<file path="src/rtl/hyperram_txn_sched.sv">
// HyperRAM transaction scheduler: round-robin grant, CA word build, one engine at a time.
// Define HRAM_SCHED_WRREG_EN to dispatch register writes; otherwise they complete with rsp_err.
module hyperram_txn_sched #(
    parameter int NREQ    = 2,
    parameter int TRECOV  = 4,
    parameter int TIMEOUT = 64,
    localparam int IDW    = (NREQ > 1) ? $clog2(NREQ) : 1
) (
    input  logic                clk,
    input  logic                rst,
    input  logic [NREQ-1:0]     req_valid,
    input  logic [2*NREQ-1:0]   req_op,
    input  logic [32*NREQ-1:0]  req_addr,
    output logic [NREQ-1:0]     req_ready,
    output logic [47:0]         casig,
    output logic [3:0]          eng_start,
    input  logic [3:0]          eng_end,
    output logic [1:0]          eng_sel,
    input  logic [1:0]          eng_rd_valid,
    input  logic [31:0]         eng_rd_data,
    output logic                rsp_dvalid,
    output logic [15:0]         rsp_data,
    output logic                rsp_done,
    output logic                rsp_err,
    output logic [IDW-1:0]      rsp_id,
    output logic                busy
);
    localparam int TW = $clog2(TIMEOUT + 1);
    localparam int RW = $clog2(TRECOV + 1);

    localparam logic [1:0] OP_RDREG = 2'b00;
    localparam logic [1:0] OP_RDMEM = 2'b10;
    localparam logic [1:0] OP_WRREG = 2'b11;

`ifdef HRAM_SCHED_WRREG_EN
    localparam bit WRREG_EN = 1'b1;
`else
    localparam bit WRREG_EN = 1'b0;
`endif

    typedef enum logic [2:0] {IDLE, LOAD, START, WAIT, RECOV} state_t;

    state_t          state;
    logic [IDW-1:0]  rr_ptr;
    logic [IDW-1:0]  gid;
    logic [1:0]      op;
    logic [31:0]     addr;
    logic [TW-1:0]   tcnt;
    logic [RW-1:0]   rcnt;
    logic [IDW-1:0]  win_id;

    // First valid requester strictly after the last grant, wrapping.
    always_comb begin
        win_id = '0;
        for (int k = NREQ; k >= 1; k--) begin
            if (req_valid[(int'(rr_ptr) + k) % NREQ])
                win_id = IDW'((int'(rr_ptr) + k) % NREQ);
        end
    end

    assign busy = (state != IDLE);

    always_ff @(posedge clk) begin
        if (rst) begin
            state      <= IDLE;
            rr_ptr     <= IDW'(NREQ - 1);
            gid        <= '0;
            op         <= '0;
            addr       <= '0;
            tcnt       <= '0;
            rcnt       <= '0;
            req_ready  <= '0;
            casig      <= '0;
            eng_start  <= '0;
            eng_sel    <= '0;
            rsp_id     <= '0;
            rsp_dvalid <= 1'b0;
            rsp_data   <= '0;
            rsp_done   <= 1'b0;
            rsp_err    <= 1'b0;
        end else begin
            req_ready  <= '0;
            eng_start  <= '0;
            rsp_dvalid <= 1'b0;
            rsp_done   <= 1'b0;
            rsp_err    <= 1'b0;
            case (state)
                IDLE: if (|req_valid) begin
                    state     <= LOAD;
                    gid       <= win_id;
                    rr_ptr    <= win_id;
                    op        <= req_op[2*int'(win_id) +: 2];
                    addr      <= req_addr[32*int'(win_id) +: 32];
                    req_ready <= NREQ'(1) << win_id;
                end
                LOAD: begin
                    casig   <= {(op == OP_RDREG || op == OP_RDMEM),
                                (op == OP_RDREG || op == OP_WRREG),
                                1'b1, addr[31:3], 13'd0, addr[2:0]};
                    eng_sel <= op;
                    rsp_id  <= gid;
                    // Without a register-write engine the op is granted and failed immediately.
                    if (op == OP_WRREG && !WRREG_EN) begin
                        state    <= RECOV;
                        rcnt     <= '0;
                        rsp_done <= 1'b1;
                        rsp_err  <= 1'b1;
                    end else begin
                        state     <= START;
                        eng_start <= 4'b0001 << op;
                    end
                end
                START: begin
                    state <= WAIT;
                    tcnt  <= '0;
                end
                WAIT: begin
                    if (op == OP_RDREG) begin
                        rsp_dvalid <= eng_rd_valid[0];
                        rsp_data   <= eng_rd_data[15:0];
                    end else if (op == OP_RDMEM) begin
                        rsp_dvalid <= eng_rd_valid[1];
                        rsp_data   <= eng_rd_data[31:16];
                    end
                    if (eng_end[op]) begin
                        state    <= RECOV;
                        rcnt     <= '0;
                        rsp_done <= 1'b1;
                    end else if (tcnt == TW'(TIMEOUT - 1)) begin
                        // tcnt counts completed WAIT cycles; this is the TIMEOUT-th.
                        state    <= RECOV;
                        rcnt     <= '0;
                        rsp_done <= 1'b1;
                        rsp_err  <= 1'b1;
                    end else if (tcnt != TW'(TIMEOUT)) begin
                        tcnt <= tcnt + 1'b1;
                    end
                end
                RECOV: begin
                    if (rcnt == RW'(TRECOV - 1))
                        state <= IDLE;
                    else
                        rcnt <= rcnt + 1'b1;
                end
                default: state <= IDLE;
            endcase
        end
    end
endmodule

</file>
<file path="config.mk">
export PLATFORM = sky130hd
export DESIGN_NAME = hyperram_txn_sched
export DESIGN_NICKNAME = d
export VERILOG_FILES = /design/src/rtl/hyperram_txn_sched.sv
export SDC_FILE = /design/constraint.sdc
export NUM_CORES = 1
export LEC_CHECK = 0
export BUFFER_PORTS_ARGS = -buffer_cell sky130_fd_sc_hd__buf_2
export CAP_MARGIN = 20
export CORE_UTILIZATION = 42
export DETAILED_ROUTE_END_ITERATION = 12
export GPL_TIMING_DRIVEN = 1
export PLACE_DENSITY = 0.73
export SYNTH_ARGS = -nofsm -noshare
export SYNTH_HDL_FRONTEND = slang
export SYNTH_SLANG_ARGS = --single-unit
export TNS_END_PERCENT = 50
</file>
<file path="constraint.sdc">
create_clock -name clk -period 1.8 [get_ports clk]
set_input_delay 0.09 -clock clk [delete_from_list [all_inputs] [get_ports clk]]
set_output_delay 0.09 -clock clk [all_outputs]
set_load 0.01 [all_outputs]
</file>
==> metrics.md, run 1 <==
| Metric | Value |
|---|---|
| Status | `complete, no violations` |
| CP cell instances | `mux4_2, or4_4, o2bb2ai_4, o2bb2ai_2` |
| Yosys top cell by area | `dfxtp_1` |
| Worst-Skew Late Latency | `roughly 370 ps` |
| CTS sink cnt | `around 110` |
| WHS Endpoint | `addr[21]` |
| Yosys warns | `0` |
| Syn Inst Count | `538` |
| Final Setup Violations | `0` |
| Post-synth EDFFs | `0` |
| CTS tree | `done` |
| Pin count of the biggest net entering global routing | `52` |
| Final Slew Violations | `0` |
| Initial DRC count | `~130` |
| Row Count | `38` |
| Top sig layer | `met4` |
| FMAX | `~560 MHz` |
| H-Tree Level Count | `3` |
| Synth Flop Type | `dfxtp_1` |
| Depth of the most critical reg-to-reg path | `4` |
| CTS Buffer Depth | `2` |
| Max-cap violations | `0` |
| Total CTS buffers | `9` |
| Initial Utilization | `about 43%` |
| Worst-path fanout max | `5` |
| Residual DRC | `0` |
| Total GRT Usage | `a little under a fifth` |
| Min cycle time layout | `approximately 1800 ps` |
| Avg Cell Area, Syn | `between 8 and 9 um2` |
| Diode count | `0` |
| Finished Layout Cells | `approximately 850` |
| Worst-Margin Slew | `roughly 510 ps` |
| CP max stage delay | `around 560 ps` |
| Met3 WL | `620 um` |
| Die area | `~12000 um2` |
| Post-route ant nets | `0` |
| Clock skew | `12.67 ps` |
| P&R area growth vs syn | `27.99%` |
| Total core area | `about 11000 um2` |
| Synth top area cells | `dfxtp_1, mux2i_1, a211oi_1` |
| Setup slack, reg-to-reg | `approximately 14 ps` |
| Synth top area share | `47.36%` |
| Port bufs | `approximately 170` |
| Worst Path Required | `2070 ps` |
| Placed Cells | `between 800 and 900` |
| Hpwl dp | `8.316 mm` |
| Layout cell share with drive strength beyond 1 | `a little under a third` |
| Fin crit share | `roughly 99%` |
| Slew headroom | `between 60% and 70%` |
| FF+latch count, synth | `around 110` |
| Clock-pin slew on the worst setup and hold paths | `110 ps` |
| Vias/cell | `5.069` |
| Global-route wire length before repair | `around 18 mm` |
| IO Pins | `187` |
| Nets@finish | `825` |
| Worst R2R Start | `op[0]` |
| GRT overflow | `0` |
| Filler instances | `1016` |
| Die Wd | `~110 um` |
| M1 WL | `4.789 mm` |
| Vias | `~4300` |
| Hold Path Origin | `req_addr[21]` |
| Register area share after synthesis | `between 40% and 50%` |
| Final wirelength | `between 10 and 15 mm` |
| PD cells | `between 1000 and 1500 nW/um2` |
| Reg-to-Reg End | `tcnt[5]` |
| Maximum vdd ir drop | `roughly 0.00056 V` |
| Critical path's slowest cell | `mux4_2` |
| Synth async-reset ratio | `0%` |
| Hold_ws | `around 47 ps` |
| P_leak | `between 0.002 and 0.003 uW` |
| Die Ht | `between 100 and 150 um` |
| Met2 WL post-DR | `about 5.7 mm` |
| Initial antenna violation count | `0` |
| CP Capture Type | `flop` |
| Hold Crit Depth | `3` |
| Pre-antenna DRT Iters | `4` |
| Startpoint types | `flop` |
| Worst Hold Class | `input port to flop` |
| Final Util | `between 50% and 60%` |
| Number of global-route vias before repair | `between 3000 and 4000` |
| Cell Area, Synth | `4735 um2` |
| Final hold vios | `0` |
| Commonest non-fill, non-tap cells in the layout | `buf_2, dfxtp_1, nand2_1` |
| Netlist cell types | `41` |
| Buf/Inv on CP | `0` |
| RSZ-0062 raised after global routing | `yes` |
| Placer congestion estimate | `0.8535` |
| Commonest non-fill, non-tap cell in the layout | `buf_2` |
| CP Class | `flop to flop` |
| Crit-path leading delay family | `multiplexers` |
| Clk Tree Root Cell | `clkbuf_8` |
| WP data arrival | `2060 ps` |
| Post-DR wirelength/cell | `~13 um` |
==> worst max-delay path by stage <==
stage	start	endpoint	depth (start not counted)
6_report	op[0]	tcnt[5]	4
5_1_grt	rcnt[0]	rcnt[1]	6
4_1_cts	op[0]	tcnt[3]	4
3_5_place_dp	op[0]	tcnt[4]	5
3_3_place_gp	op[0]	tcnt[5]	4
2_1_floorplan	op[0]	tcnt[5]	4
==> metrics by stage <==
step | instance area [um2] | setup slack (ps) | power (uW) | TNS, ps
CTS | 6013 | 11.25 | 6289 | 0
detailed placement | 5808 | -71.33 | 4854 | -138.6
finish | 6060 | 13.82 | 6254 | 0
global placement | 5808 | -10.76 | 4782 | -18.25
global route | 6060 | -47.71 | 6655 | -150.3
floorplan | 4782 | -28.03 | 4183 | -28.03
==> metal layers <==
layer | vias to the layer above | global-route usage (%)
li1 | 2203 | -
met1 | 1958 | 22.52
met2 | 137 | 33.03
met3 | 26 | 4.400
met4 | 0 | 7.534
met5 | - | 0
==> Yosys cell counts, drive strengths merged, types with 2 or more instances <==
library cell / number
nor2: 69
a21oi: 42
a211o: 2
a211oi: 54
o2bb2ai: 2
nand3: 4
dfxtp: 112
a2bb2oi: 2
nand2: 82
nor4: 2
o21ai: 6
nor2b: 3
nand4: 2
inv: 11
buf: 26
nor3: 11
and3b: 2
ha: 7
mux2i: 50
and3: 3
o311ai: 2
clkbuf: 24
nand2b: 2
o211ai: 2
==> sequential cells by signal, indices dropped and copies added (netlist names), 2 cells and up <==
signal     flops
casig         35
addr          32
rsp_data      16
tcnt           7
eng_start      4
rcnt           3
state          3
eng_sel        2
op             2
req_ready      2
==> logic make-up (layout without fill, tap and decap cells) <==
family,Yosys count,after routing,synth area share [%]
other,1,13,0.07921
AND/OR/NAND/NOR,186,186,16.60
adder cells (fa/ha/maj),7,7,1.850
buffers and inverters,61,224,6.210
AO/OA/AOI/OAI,120,120,16.86
flip-flops,112,112,47.36
multiplexers,51,51,11.05
==> worst min-delay path, delay by kind of cell <==
family	cells	cell delay, ps
compound gates	1	80
mux	1	120
buf+inv	1	90
==> where the power goes <==
part | internal [uW] | switching (uW) | leakage, uW | total, uW
registers | 2800 | 173 | 0.000916 | 2980
clock network | 545 | 894 | 0.0000968 | 1440
logic | 788 | 1050 | 0.00172 | 1840
==> layout make-up <==
| class | count | area (um2) | area share (%) |
|---|---|---|---|
| clock buffers | 10 | 127.6 | 2.106 |
| flip-flops and latches | 112 | 2243 | 37.02 |
| inverters | 11 | 41.29 | 0.6814 |
| well taps | 140 | 175.2 | 2.891 |
| multi-input cells | 377 | 2311 | 38.14 |
| repair buffers | 197 | 1101 | 18.17 |
| clock inverters | 6 | 60.06 | 0.9911 |
==> what timing repair did <==
action | CTS | global route
endpoints found under the hold margin | 1 | 0
endpoints found under the setup margin | 3 | 6
hold buffers | 1 | 0
pin swaps | 1 | 3
gates resized for setup | 2 | 5
setup buffers | 0 | 2
Note: power is estimated with default switching activity, not from simulation.
==> run 2, diff against run 1 <==
--- a/config.mk
+++ b/config.mk
@@ -11,6 +11,7 @@
 export DETAILED_ROUTE_END_ITERATION = 12
 export GPL_TIMING_DRIVEN = 1
 export PLACE_DENSITY = 0.73
+export RECOVER_POWER = 50
 export SYNTH_ARGS = -nofsm -noshare
 export SYNTH_HDL_FRONTEND = slang
 export SYNTH_SLANG_ARGS = --single-unit
==> run 2 against run 1 <==
Worst hold slack worse by 3.1 ps. Sequential cell count stayed put. Maximum frequency is 0.11% lower. Non-clock buffer count stayed put. Routed wire length is 0.11% higher.
==> metrics.md, run 2 (same netlist as run 1, synthesis figures left out) <==
| Metric | Value |
|---|---|
| Status | `complete, no violations` |
| Pre-CTS setup slack | `-71.33 ps (unchanged)` |
| Worst R2R Start | `op[0]` |
| Residual DRC | `0 (unchanged)` |
| Port bufs | `173 (unchanged)` |
| Crit. Startpoint | `op[0]` |
| Max-cap violations | `0 (unchanged)` |
| Initial DRC count | `129 (-3.7%)` |
| Die Wd | `108.2 um (unchanged)` |
| Initial Utilization | `43.48% (unchanged)` |
| Worst-Skew Late Latency | `370 ps (about the same)` |
| Placer congestion estimate | `0.8535 (unchanged)` |
| Critical path's slowest cell | `mux4_2` |
| Met1 Usage GRT | `22.52% (unchanged)` |
| Total core area | `10890 um2 (unchanged)` |
| Reg-to-Reg End | `tcnt[5]` |
| Worst Hold Class | `input port to flop` |
| Pre-antenna DRT Iters | `4 (unchanged)` |
| Filler instances | `1060 (+4.3%)` |
| Global-route wire length before repair | `17.58 mm (unchanged)` |
| PD cells | `1040 nW/um2 (+0.73%)` |
| CP Class | `flop to flop` |
| Largest registers | `casig (35), addr (32), rsp_data (16)` |
| Total CTS buffers | `9 (unchanged)` |
| Register area | `2243 um2 (unchanged)` |
| Row Count | `38 (unchanged)` |
| GR peak layer | `met2` |
| GRT overflow | `0 (unchanged)` |
| Layout cell share with drive strength beyond 1 | `22.16% (-9.3 points)` |
| Min cycle time layout | `1788 ps (+2.030 ps)` |
| Total Power | `6202 uW (-0.83%)` |
| CP cell instances | `mux4_2, or4_4, o2bb2ai_4, o2bb2ai_2` |
| Final Worst Setup Slack | `11.79 ps (-2.030 ps)` |
| Die Ht | `108.2 um (unchanged)` |
| CP Capture Type | `flop` |
| IO Pins | `187 (unchanged)` |
| CTS tree | `done` |
| Total GRT Usage | `19.01% (unchanged)` |
| Nets@finish | `825 (unchanged)` |
| Final hold vios | `0 (unchanged)` |
| CP max stage delay | `560 ps (about the same)` |
| Met2 usage | `33.03% (unchanged)` |
| Final wirelength | `11.39 mm (+0.11%)` |
| GR Layer Usage met3 | `4.400% (unchanged)` |
| Post-DR wirelength/cell | `13.35 um (+0.11%)` |
| Slew headroom | `50.06% (-16 points)` |
| Fin crit share | `99.34% (+0.11 points)` |
| Maximum vdd ir drop | `0.0005545 V (-1.0%)` |
| Critical path endpoint | `tcnt[5]` |
| Max FFs per register | `35 (unchanged)` |
| Pin count of the biggest net entering global routing | `52 (unchanged)` |
| CTS Buffer Depth | `2 (unchanged)` |
| Vias/cell | `5.083 (+0.28%)` |
| Worst-Margin Slew | `749.1 ps (+236.9 ps)` |
| Final Slew Violations | `0 (unchanged)` |
| H-Tree Level Count | `3 (unchanged)` |
| WP data arrival | `2060 ps (about the same)` |
| Setup slack, reg-to-reg | `10 ps (about the same)` |
| Worst Path Required | `2070 ps (about the same)` |
| P&R area growth vs syn | `26.00%` |
| Commonest non-fill, non-tap cell in the layout | `dfxtp_1` |
| Post-route ant nets | `0 (unchanged)` |
| Number of global-route vias before repair | `3864 (unchanged)` |
| Initial antenna violation count | `0 (unchanged)` |
| Clk Tree Root Cell | `clkbuf_8` |
| Depth of the most critical reg-to-reg path | `4 (unchanged)` |
| Startpoint types | `flop` |
| Multi-input gate area | `2306 um2 (-0.22%)` |
| Vias | `4336 (+0.28%)` |
| Commonest non-fill, non-tap cells in the layout | `dfxtp_1, buf_2, nand2_1` |
| Diode count | `0 (unchanged)` |
| FMAX | `559.2 MHz (-0.11%)` |
| Hpwl dp | `8.316 mm (unchanged)` |
| Finished Layout Cells | `853 (unchanged)` |
| CTS sink cnt | `112 (unchanged)` |
| Clock-pin slew on the worst setup and hold paths | `110 ps (about the same)` |
| P_leak | `0.002451 uW (-10%)` |
| Worst-path fanout max | `5 (unchanged)` |
| Die area | `11700 um2 (unchanged)` |
| Placed Cells | `834 (unchanged)` |
| Register with the most flip-flops | `casig` |
| Clock skew | `12.56 ps (-0.1163 ps)` |
| Final Setup Violations | `0 (unchanged)` |
| RSZ-0062 raised after global routing | `yes` |
[run 2: stage by stage]
| stage | util, % | TNS [ps] | hold WS (ps) | area, um2 |
|---|---|---|---|---|
| final | 54.79 | 0 | 44.06 | 5966 |
| after CTS | 55.23 | 0 | 30.45 | 6013 |
| after global placement | 53.34 | -18.25 | 321.0 | 5808 |
| after detailed placement | 53.34 | -138.6 | 337.4 | 5808 |
| after floorplan | - | -28.03 | 217.5 | 4782 |
| after global routing | 54.79 | -159.7 | 24.42 | 5966 |
[run 2: layout make-up]
type	instances	share of cell area, %
Multi-Input combinational cell	377	38.65
Timing Repair Buffer	197	16.97
Tap cell	140	2.936
Clock buffer	10	2.139
Inverter	11	0.6921
Sequential cell	112	37.60
Clock inverter	6	1.007
[run 2: where the power goes]
| part | internal, uW | leakage (uW) | switching (uW) |
|---|---|---|---|
| clock network | 544 | 0.0000968 | 889 |
| registers | 2810 | 0.000916 | 174 |
| logic | 735 | 0.00144 | 1050 |
[run 2: worst max-delay path, delay by kind of cell, from the launching register on]
kind | cells | cell delay (ps)
muxes | 1 | 560
and+or+nand+nor | 1 | 530
DFF | 1 | 360
AOI/OAI and AO/OA | 2 | 260
[run 2: worst min path at each step]
stage / startpoint / to / slack, ps / depth (start not counted)
3_5_place_dp: eng_rd_valid[0] / rsp_dvalid / 340 / 3
4_1_cts: eng_rd_data[30] / rsp_data[14] / 30 / 3
3_3_place_gp: eng_rd_valid[0] / rsp_dvalid / 320 / 3
5_1_grt: req_addr[19] / addr[19] / 20 / 3
6_report: req_addr[21] / addr[21] / 40 / 3
2_1_floorplan: rst / rr_ptr / 220 / 2
[run 2: layer usage]
| metal | vias up | share of wire, % |
|---|---|---|
| met5 | - | 0 |
| met4 | 0 | 2.4 |
| met3 | 26 | 5.1 |
| met2 | 138 | 50 |
| met1 | 1970 | 43 |
| li1 | 2202 | - |
[run 2: what timing repair did]
action | 4_1_cts | 5_1_grt
buffers inserted | 0 | 2
endpoints found under the hold margin | 1 | 0
setup endpoints to repair | 3 | 6
hold buffers | 1 | 0
pin swaps | 1 | 3
gates resized for setup | 2 | 5
